<file path="src/rtl/exec_step_controller.sv">
// Instruction-step sequencer: turns step/run/halt button pulses into a processor enable window.
// Optional BREAKPOINT_EN adds Pc/BpAddr ports and stops free-run on a PC match.
module exec_step_controller #(
   parameter int INSTR_CYCLES = 3,
   parameter int CNT_W        = 16
`ifdef BREAKPOINT_EN
   ,
   parameter int PC_W         = 8
`endif
) (
   input  logic             Clk,
   input  logic             ResetN,
   input  logic             StepP,
   input  logic             RunP,
   input  logic             HaltP,
   input  logic             HaltInstr,
`ifdef BREAKPOINT_EN
   input  logic [PC_W-1:0]  Pc,
   input  logic [PC_W-1:0]  BpAddr,
`endif
   output logic             CpuEn,
   output logic             InstrDone,
   output logic             Running,
   output logic [CNT_W-1:0] InstrCount
);

   // state      | meaning
   // S_IDLE     | processor gated off, waiting for a step or run pulse
   // S_STEP     | executing exactly one atomic instruction
   // S_RUN      | free-running, instruction after instruction
   // S_STOPPING | halt requested mid-instruction, finishing it before idling
   typedef enum logic [1:0] {
      S_IDLE,
      S_STEP,
      S_RUN,
      S_STOPPING
   } state_t;

   localparam int CYC_W = (INSTR_CYCLES > 1) ? $clog2(INSTR_CYCLES) : 1;
   localparam logic [CYC_W-1:0] CYC_LAST = CYC_W'(INSTR_CYCLES - 1);

   state_t           state;
   state_t           state_nxt;
   logic [CYC_W-1:0] cyc;
   logic             boundary;
   logic             bp_hit;

`ifdef BREAKPOINT_EN
   assign bp_hit = (Pc == BpAddr);
`else
   assign bp_hit = 1'b0;
`endif

   assign boundary  = (state != S_IDLE) && (cyc == CYC_LAST);
   assign CpuEn     = (state != S_IDLE);
   assign Running   = (state == S_RUN) || (state == S_STOPPING);
   assign InstrDone = boundary;

   always_ff @(posedge Clk or negedge ResetN) begin
      if (!ResetN) begin
         state      <= S_IDLE;
         cyc        <= '0;
         InstrCount <= '0;
      end else begin
         state <= state_nxt;
         if ((state == S_IDLE) || boundary) begin
            cyc <= '0;
         end else begin
            cyc <= cyc + 1'b1;
         end
         if (boundary) begin
            InstrCount <= InstrCount + 1'b1;
         end
      end
   end

   // With a single-cycle instruction every enabled cycle is a boundary, so S_STOPPING is unreachable.
   always_comb begin
      state_nxt = state;
      case (state)
         S_IDLE: begin
            if (HaltP) begin
               state_nxt = S_IDLE;
            end else if (RunP) begin
               state_nxt = S_RUN;
            end else if (StepP) begin
               state_nxt = S_STEP;
            end
         end
         S_STEP: begin
            if (boundary) begin
               state_nxt = S_IDLE;
            end
         end
         S_RUN: begin
            if (boundary) begin
               if (HaltP || HaltInstr || bp_hit) begin
                  state_nxt = S_IDLE;
               end
            end else if (HaltP) begin
               state_nxt = S_STOPPING;
            end
         end
         S_STOPPING: begin
            if (boundary) begin
               state_nxt = S_IDLE;
            end
         end
         default: state_nxt = S_IDLE;
      endcase
   end

endmodule

</file>
<file path="config.mk">
export PLATFORM = sky130hd
export DESIGN_NAME = exec_step_controller
export DESIGN_NICKNAME = d
export VERILOG_FILES = /design/src/rtl/exec_step_controller.sv
export SDC_FILE = /design/constraint.sdc
export NUM_CORES = 1
export LEC_CHECK = 0
export ABC_AREA = 1
export CAP_MARGIN = 10
export CORE_MARGIN = 2
export CORE_UTILIZATION = 35
export DETAILED_ROUTE_END_ITERATION = 8
export GPL_ROUTABILITY_DRIVEN = 0
export SLEW_MARGIN = 20
export SYNTH_ARGS = -nofsm -noshare
export SYNTH_HDL_FRONTEND = slang
export SYNTH_SLANG_ARGS = --single-unit
</file>
<file path="constraint.sdc">
create_clock -name Clk -period 4.1 [get_ports Clk]
set_input_delay 0.82 -clock Clk [delete_from_list [all_inputs] [get_ports Clk]]
set_output_delay 0.82 -clock Clk [all_outputs]
set_load 0.005 [all_outputs]
</file>
# == Word level (Yosys, flattened, before mapping) ==
# Index checks and enable logic that the tools add are counted.
# word_totals
out_inout_bits,19
reg_bits,20
word_cells,30
inputBits,6
# op_classes
n_eq_ne,8
add_sub_neg,2
reduce_logical,8
n_mux,9
# op_table
operator,count
"16-bit by 1-bit adder with 16-bit output, second input constant",1
2-bit 2-to-1 mux,8
"2-bit == test, second input constant",3
2-bit case mux with 3 select lines,1
"4-bit inequality test, second input constant",1
4-bit AND reduction,1
1-bit logical OR,3
"3-bit by 2-bit inequality test with 1-bit output, second input constant",1
"3-bit inequality test, second input constant",1
"2-bit by 1-bit adder with 2-bit output, second input constant",1
"2-bit by 1-bit == test with 1-bit output, second input constant",1
2-bit zero test,1
"2-bit by 1-bit inequality test with 1-bit output, second input constant",1
2-bit nonzero test,1
2-bit OR reduction,1
1-bit logical AND,1

# == Logic depth before layout (Yosys ltp) ==
# Gate-level depths: netlist of the first run.
# depth
word_depth,4
ltp_mapped,9
mapped_depth_nobuf,9

# == Least setup slack after synthesis of the first run ==
# Ideal clock, no wire load.
# synth_timing
kind,register to output
start,reg state[1]
end,out Running
path_stages_with_launch,2
arrival_ns,0.987
n_path_buf,1
path_slack_ns,2.293
t_required_ns,3.280
cell_sequence,dfrtp_1 dlygate4sd3_1
# synth_between
elab_chain_cells,2
elab_cells_between_ends,3
classes_between,2 x eq/ne; 1 x reduce/logical
# synth_lines
item,line_no,text
start: declaration,42,state_t state;
start signal: assignment,65,state <= state_nxt;
2-bit == test,56,assign Running = (state == S_RUN) || (state == S_STOPPING);
1-bit logical OR *,56,
end: declaration,23,"output logic Running,"
# Every way passes the cells marked *; elsewhere a longest branch is shown, timed or not.

# == Worst setup path after layout of the first run ==
# layout_timing
start,reg cyc[0]
end,out InstrDone
# layout_between
elab_chain_cells,2
# layout_lines
item,line_no,text
start: declaration,44,logic [CYC_W-1:0] cyc;
start signal: assignment,69,cyc <= cyc + 1'b1;
2-bit == test,54,assign boundary = (state != S_IDLE) && (cyc == CYC_LAST);
1-bit logical AND,54,
end: declaration,22,"output logic InstrDone,"
# Every way passes these cells.

==> flow_summary.yaml, run 1 <==
finish:
  antenna_cells: 0
  finalNetCount: 169
  postLayoutCellArea_mm2: 0.00140
  layout-drive-gt1-share_pct: 5.63
  area_growth_pct: 30.3
clock_network:
  holdBufCountCts: 0
  h-tree-depth: 1
  clk_latency_ps: 310
  clk_path_buf_depth: 2
  cts_setup_buffers: 0
  cts.sinks: 20
  cts_resized: 0
  cts_tree: "yes"
  clk_pin_slew_worst_paths_ps: 120
  root_buffer: "clkbuf_4"
  cts-buffers-inserted: 3
pwr:
  power.leakage_uw: 0.000678
  power.internal_uw: 433
  vdd_ir_drop_max_mv: 0.361
  switching_share_pct: 31.4
  pwr-share-comb_pct: 31.9
  power_density_mw_per_mm2: 453
  switchingPower_uw: 199
  seqPwrFrac_pct: 42.5
  p_clk_share_pct: 25.6
critical_path:
  cp.arrival_ps: 1800
  reg2regPathDepth: 7
  slowest_stage: "clkdlybuf4s50_1"
  cp_max_fo: 8
  required_ps: 3280
  cp_cell_sequence: "inv_1 -> ha_1 -> inv_2 -> nor2_8 -> clkdlybuf4s50_1"
  cp-end-kind: "primary output"
  start_kind: "flop"
  path_class: "reg -> out"
  cpPeakStageDelay_ps: 520
route:
  wl_mm: 2.05
  wl_per_cell_um: 10.6
  ant_nets: 0
  via_per_inst: 4.73
  first_pass_iters: 4
  vias: 913
  remaining_drc_errors: 0
  drtIter0Drc: 28
logic_synthesis:
  syn_area_per_cell_um2: 8.05
  ys_seq_elements: 20
  ys_warn_count: 0
  synth-seq-area-share_pct: 46.7
  synthCells: 133
  synth_area_mm2: 0.00107
  synthesis.nets: 141
  ys_types: 18
global_route:
  grt.overflow.total: 0
  grt_pass1_vias: 887
  grt_max_degree: 21
  grt.total_usage_pct: 14.1
  grt_pass1_wl_mm: 3.66
  antenna_found_initial: 0
timing:
  finalSetupTns_ps: 0
  rsz0062_at_grt: "no"
  slew_viol_final: 0
  fmax_mhz: 381
  maxSlewHeadroom_pct: 40.9
  setup_violations: 0
  worstMarginPinSlew_ps: 883
  fin_crit_sh_pct: 64.0
  fin_crit_ps: 2620
  hold_violations: 0
  finClkSkew_ps: 15.5
floorplan:
  num_io_pins: 25
  die-area_mm2: 0.00352
  die_y_um: 59.3
  core_mm2: 0.00298
  dieWidth_um: 59.3
  fp-row-count: 20
  start_util_pct: 36.0
place:
  portBuffers: 24
  dpl_cell_area_mm2: 0.00134
  dp_hpwl_mm: 1.63
run:
  cap_violations: 0
worst_hold_path:
  hp-class: "reg -> reg"
  min_path_cells: 1
status:
  status: "complete, no violations"
## worst paths after layout
check / slack, ps / from / to
max reg2reg: 2620 / cyc[0] / InstrCount[14]
max: 1480 / cyc[0] / InstrDone
max in group asynchronous: 2550 / ResetN / cyc[1]
min reg2reg: 450 / cyc[0] / cyc[0]
min: 450 / cyc[0] / cyc[0]
min in group asynchronous: 990 / ResetN / InstrCount[8]
## metal layers
| layer | global-route usage [%] | part of all wire [%] | vias up |
|---|---|---|---|
| li1 | - | - | 463 |
| met1 | 16.4 | 43 | 424 |
| met2 | 23.7 | 50 | 22 |
| met3 | 3.28 | 4.4 | 4 |
| met4 | 7.79 | 2.4 | 0 |
| met5 | 0 | 0 | - |
## cell type report
type                    count  area [um2]
fillers                   305        1580
flip-flops and latches     20         500
multi-input cells          91         482
repair buffers             24         240
inverters                  21        78.8
well taps                  33        41.3
clock inverters             1        30.0
clock buffers               3        22.5
## per-stage QoR
stage | instances | total power, uW | utilization (%) | hold WS [ps] | worst slack [ps]
2_1_floorplan | 133 | 387 | - | 408 | 2290
3_3_place_gp | 189 | 469 | 45.1 | 421 | 1850
3_5_place_dp | 189 | 477 | 45.1 | 430 | 1830
4_1_cts | 193 | 643 | 46.8 | 455 | 1450
5_1_grt | 193 | 682 | 46.8 | 471 | 1330
6_report | 193 | 632 | 46.8 | 451 | 1480
## power groups by stage
stage | Combinational (uW) | Clock, uW | Sequential [uW]
floorplan | 118 | 0 | 268
global placement | 200 | 0 | 269
detailed placement | 205 | 0 | 272
CTS | 205 | 169 | 269
global route | 229 | 177 | 275
finish | 202 | 162 | 269
## synth_stat cells
master / instances / area (um2)
xor2_1: 6 / 52.6
nand3_1: 11 / 55.1
nand2_4: 1 / 11.3
nor2_8: 1 / 20.0
nand4_1: 3 / 18.8
nand2_1: 36 / 135
nor2_4: 2 / 22.5
inv_1: 20 / 75.1
inv_2: 1 / 3.75
o21a_1: 1 / 7.51
ha_1: 2 / 25.0
dfrtp_1: 20 / 500
dlygate4sd3_1: 1 / 10.0
xnor2_1: 4 / 35.0
nor2_1: 17 / 63.8
o21ai_1: 1 / 5.00
nor3_1: 2 / 10.0
o21ai_0: 4 / 20.0
## layout by cell type, fill, tap and decap left out, drive strengths merged
master         netlist  routed
bufinv               0       1
nand3               11      11
nor3                 2       2
nand2               37      37
inv                 21      21
ha                   2       2
dfrtp               20      20
nand4                3       3
o21ai                5       5
o21a                 1       1
clkdlybuf4s50        0      24
clkbuf               0       3
xnor2                4       4
xor2                 6       6
nor2                20      20
## sequential cells by signal (all words and copies together) (netlist names)
register    cells
InstrCount     16
cyc             2
state           2
## worst max-delay path: cells and delay by family, from the launching register on
| family | cells | cell delay [ps] |
|---|---|---|
| buf+inv | 3 | 680 |
| flops | 1 | 400 |
| fa+ha+maj | 1 | 230 |
| simple gates | 1 | 170 |
## kinds of logic after synthesis
family / count (synthesis) / share of synthesized area, %
simple gates: 73 / 31.4
buf+inv: 22 / 8.29
compound gates: 6 / 3.04
flops: 20 / 46.7
xor+xnor: 10 / 8.18
fa+ha+maj: 2 / 2.34
Power figures use the tool's default switching activity.
==> inputs of run 2 (changes only) <==
- clock period: 4.1 -> 2.43 ns (I/O delays scaled with it)
==> flow_summary.yaml, run 2 (synthesis results as in run 1) <==
timing:
  finalSetupTns_ps: 0
  finClkSkew_ps: 3.84
  fin_crit_sh_pct: 93.7
  setup_violations: 0
  setup_ws_ps: 153
  fmax_mhz: 439
  maxSlewHeadroom_pct: 64.5
  slew_viol_final: 0
  worstMarginPinSlew_ps: 527
  rsz0062_at_grt: "no"
  hold_violations: 0
  fin_crit_ps: 2280
floorplan:
  core_mm2: 0.00298
  start_util_pct: 36.0
  dieWidth_um: 59.3
  num_io_pins: 25
  fp-row-count: 20
  die_y_um: 59.3
  die-area_mm2: 0.00352
global_route:
  grt.total_usage_pct: 14.4
  use_met3_pct: 2.62
  grt_use_met2_pct: 23.2
  grt_busiest_layer: "met2"
  grt.overflow.total: 0
  grt_max_degree: 21
  grtUsageMet1_pct: 17.3
  grt_pass1_vias: 908
  antenna_found_initial: 0
  grt_pass1_wl_mm: 3.78
route:
  remaining_drc_errors: 0
  wl_per_cell_um: 10.6
  vias: 910
  via_per_inst: 4.69
  wl_mm: 2.06
  ant_nets: 0
  first_pass_iters: 4
  drtIter0Drc: 27
critical_path:
  path_class: "reg -> out"
  cp-end-kind: "primary output"
  cp_max_fo: 8
  cpPeakStageDelay_ps: 520
  cpLargestDelayFamily: "buffers and inverters"
  slowest_stage: "clkdlybuf4s50_1"
  cp_cell_sequence: "inv_1 -> ha_1 -> inv_2 -> nor2_8 -> clkdlybuf4s50_1"
  start_kind: "flop"
  cp.arrival_ps: 1790
  critical_path_buf_inv_count: 3
  required_ps: 1940
finish:
  postLayoutCellArea_mm2: 0.00139
  layout_common_cells: "36 x nand2_1, 24 x clkdlybuf4s50_1, 20 x dfrtp_1, 20 x inv_1, 17 x nor2_1"
  antenna_cells: 0
  largest_registers: "InstrCount (16), cyc (2), state (2)"
  layout-drive-gt1-share_pct: 6.21
  post-route-util_pct: 46.6
  finalNetCount: 170
  final-seq-area_um2: 500
  area_growth_pct: 29.4
  regMostFlops: "InstrCount"
  layout_commonest_cell: "nand2_1"
  nFillCells: 296
  multi_input_area_um2: 482
  largest_reg_flops: 16
pwr:
  seqPwrFrac_pct: 45.9
  p_clk_share_pct: 20.0
  power.leakage_uw: 0.000675
  vdd_ir_drop_max_mv: 0.393
  switching_share_pct: 33.3
  total_power_uw: 985
  switchingPower_uw: 328
  power.internal_uw: 657
  pwr-share-comb_pct: 34.1
  power_density_mw_per_mm2: 710
clock_network:
  cts_resized: 0
  cts-buffers-inserted: 3
  clk_path_buf_depth: 2
  cts_setup_buffers: 0
  root_buffer: "clkbuf_4"
  clk_latency_ps: 310
  cts.sinks: 20
  h-tree-depth: 1
  holdBufCountCts: 0
  cts_tree: "yes"
  clk_pin_slew_worst_paths_ps: 110
place:
  portBuffers: 24
  place_ws_ps: 482
  dp_hpwl_mm: 1.60
  dpl_cell_area_mm2: 0.00135
run:
  cap_violations: 0
status:
  status: "complete, no violations"
worst_hold_path:
  hp-class: "reg -> reg"
run 2: cell types whose count changed in the layout (fill, tap and decap cells not counted):
cell,before,now
clkbuf_8,0,1
bufinv_16,1,0
buf_4,0,1
run 2: area by class of cell:
cell class / instances / area share [%]
inverters: 21 / 5.69
repair buffers: 25 / 17.9
clock buffers: 4 / 2.62
flip-flops and latches: 20 / 36.1
multi-input cells: 91 / 34.7
well taps: 33 / 2.98
run 2: power by group through the flow:
stage	clock network [uW]	logic, uW	registers [uW]
2_1_floorplan	0	200	453
3_3_place_gp	0	339	454
3_5_place_dp	0	340	459
4_1_cts	205	342	452
5_1_grt	217	381	463
6_report	197	336	452
run 2: path summary, 6_finish.rpt:
check / startpoint / to / slack (ps) / cells past startpoint
max: cyc[0] / InstrDone / 150 / 5
min: cyc[0] / cyc[0] / 440 / 1
max reg2reg: cyc[0] / InstrCount[11] / 970 / 9
min reg2reg: cyc[0] / cyc[0] / 440 / 1
max in group asynchronous: ResetN / InstrCount[14] / 1720 / 2
min in group asynchronous: ResetN / InstrCount[5] / 500 / 2
run 2: layer usage:
metal  wire length [um]  vias to the layer above  part of all wire (%)
li1                   -                      465                     -
met1                968                      421                    47
met3                 82                        5                   4.0
met5                  0                        -                     0
met4                 58                        0                   2.8
met2                947                       19                    46
run 2: stage by stage:
stage | std cells | hold WS [ps]
finish | 194 | 442
global route | 194 | 486
CTS | 194 | 447
detailed placement | 190 | 431
global placement | 190 | 421
floorplan | 133 | 190
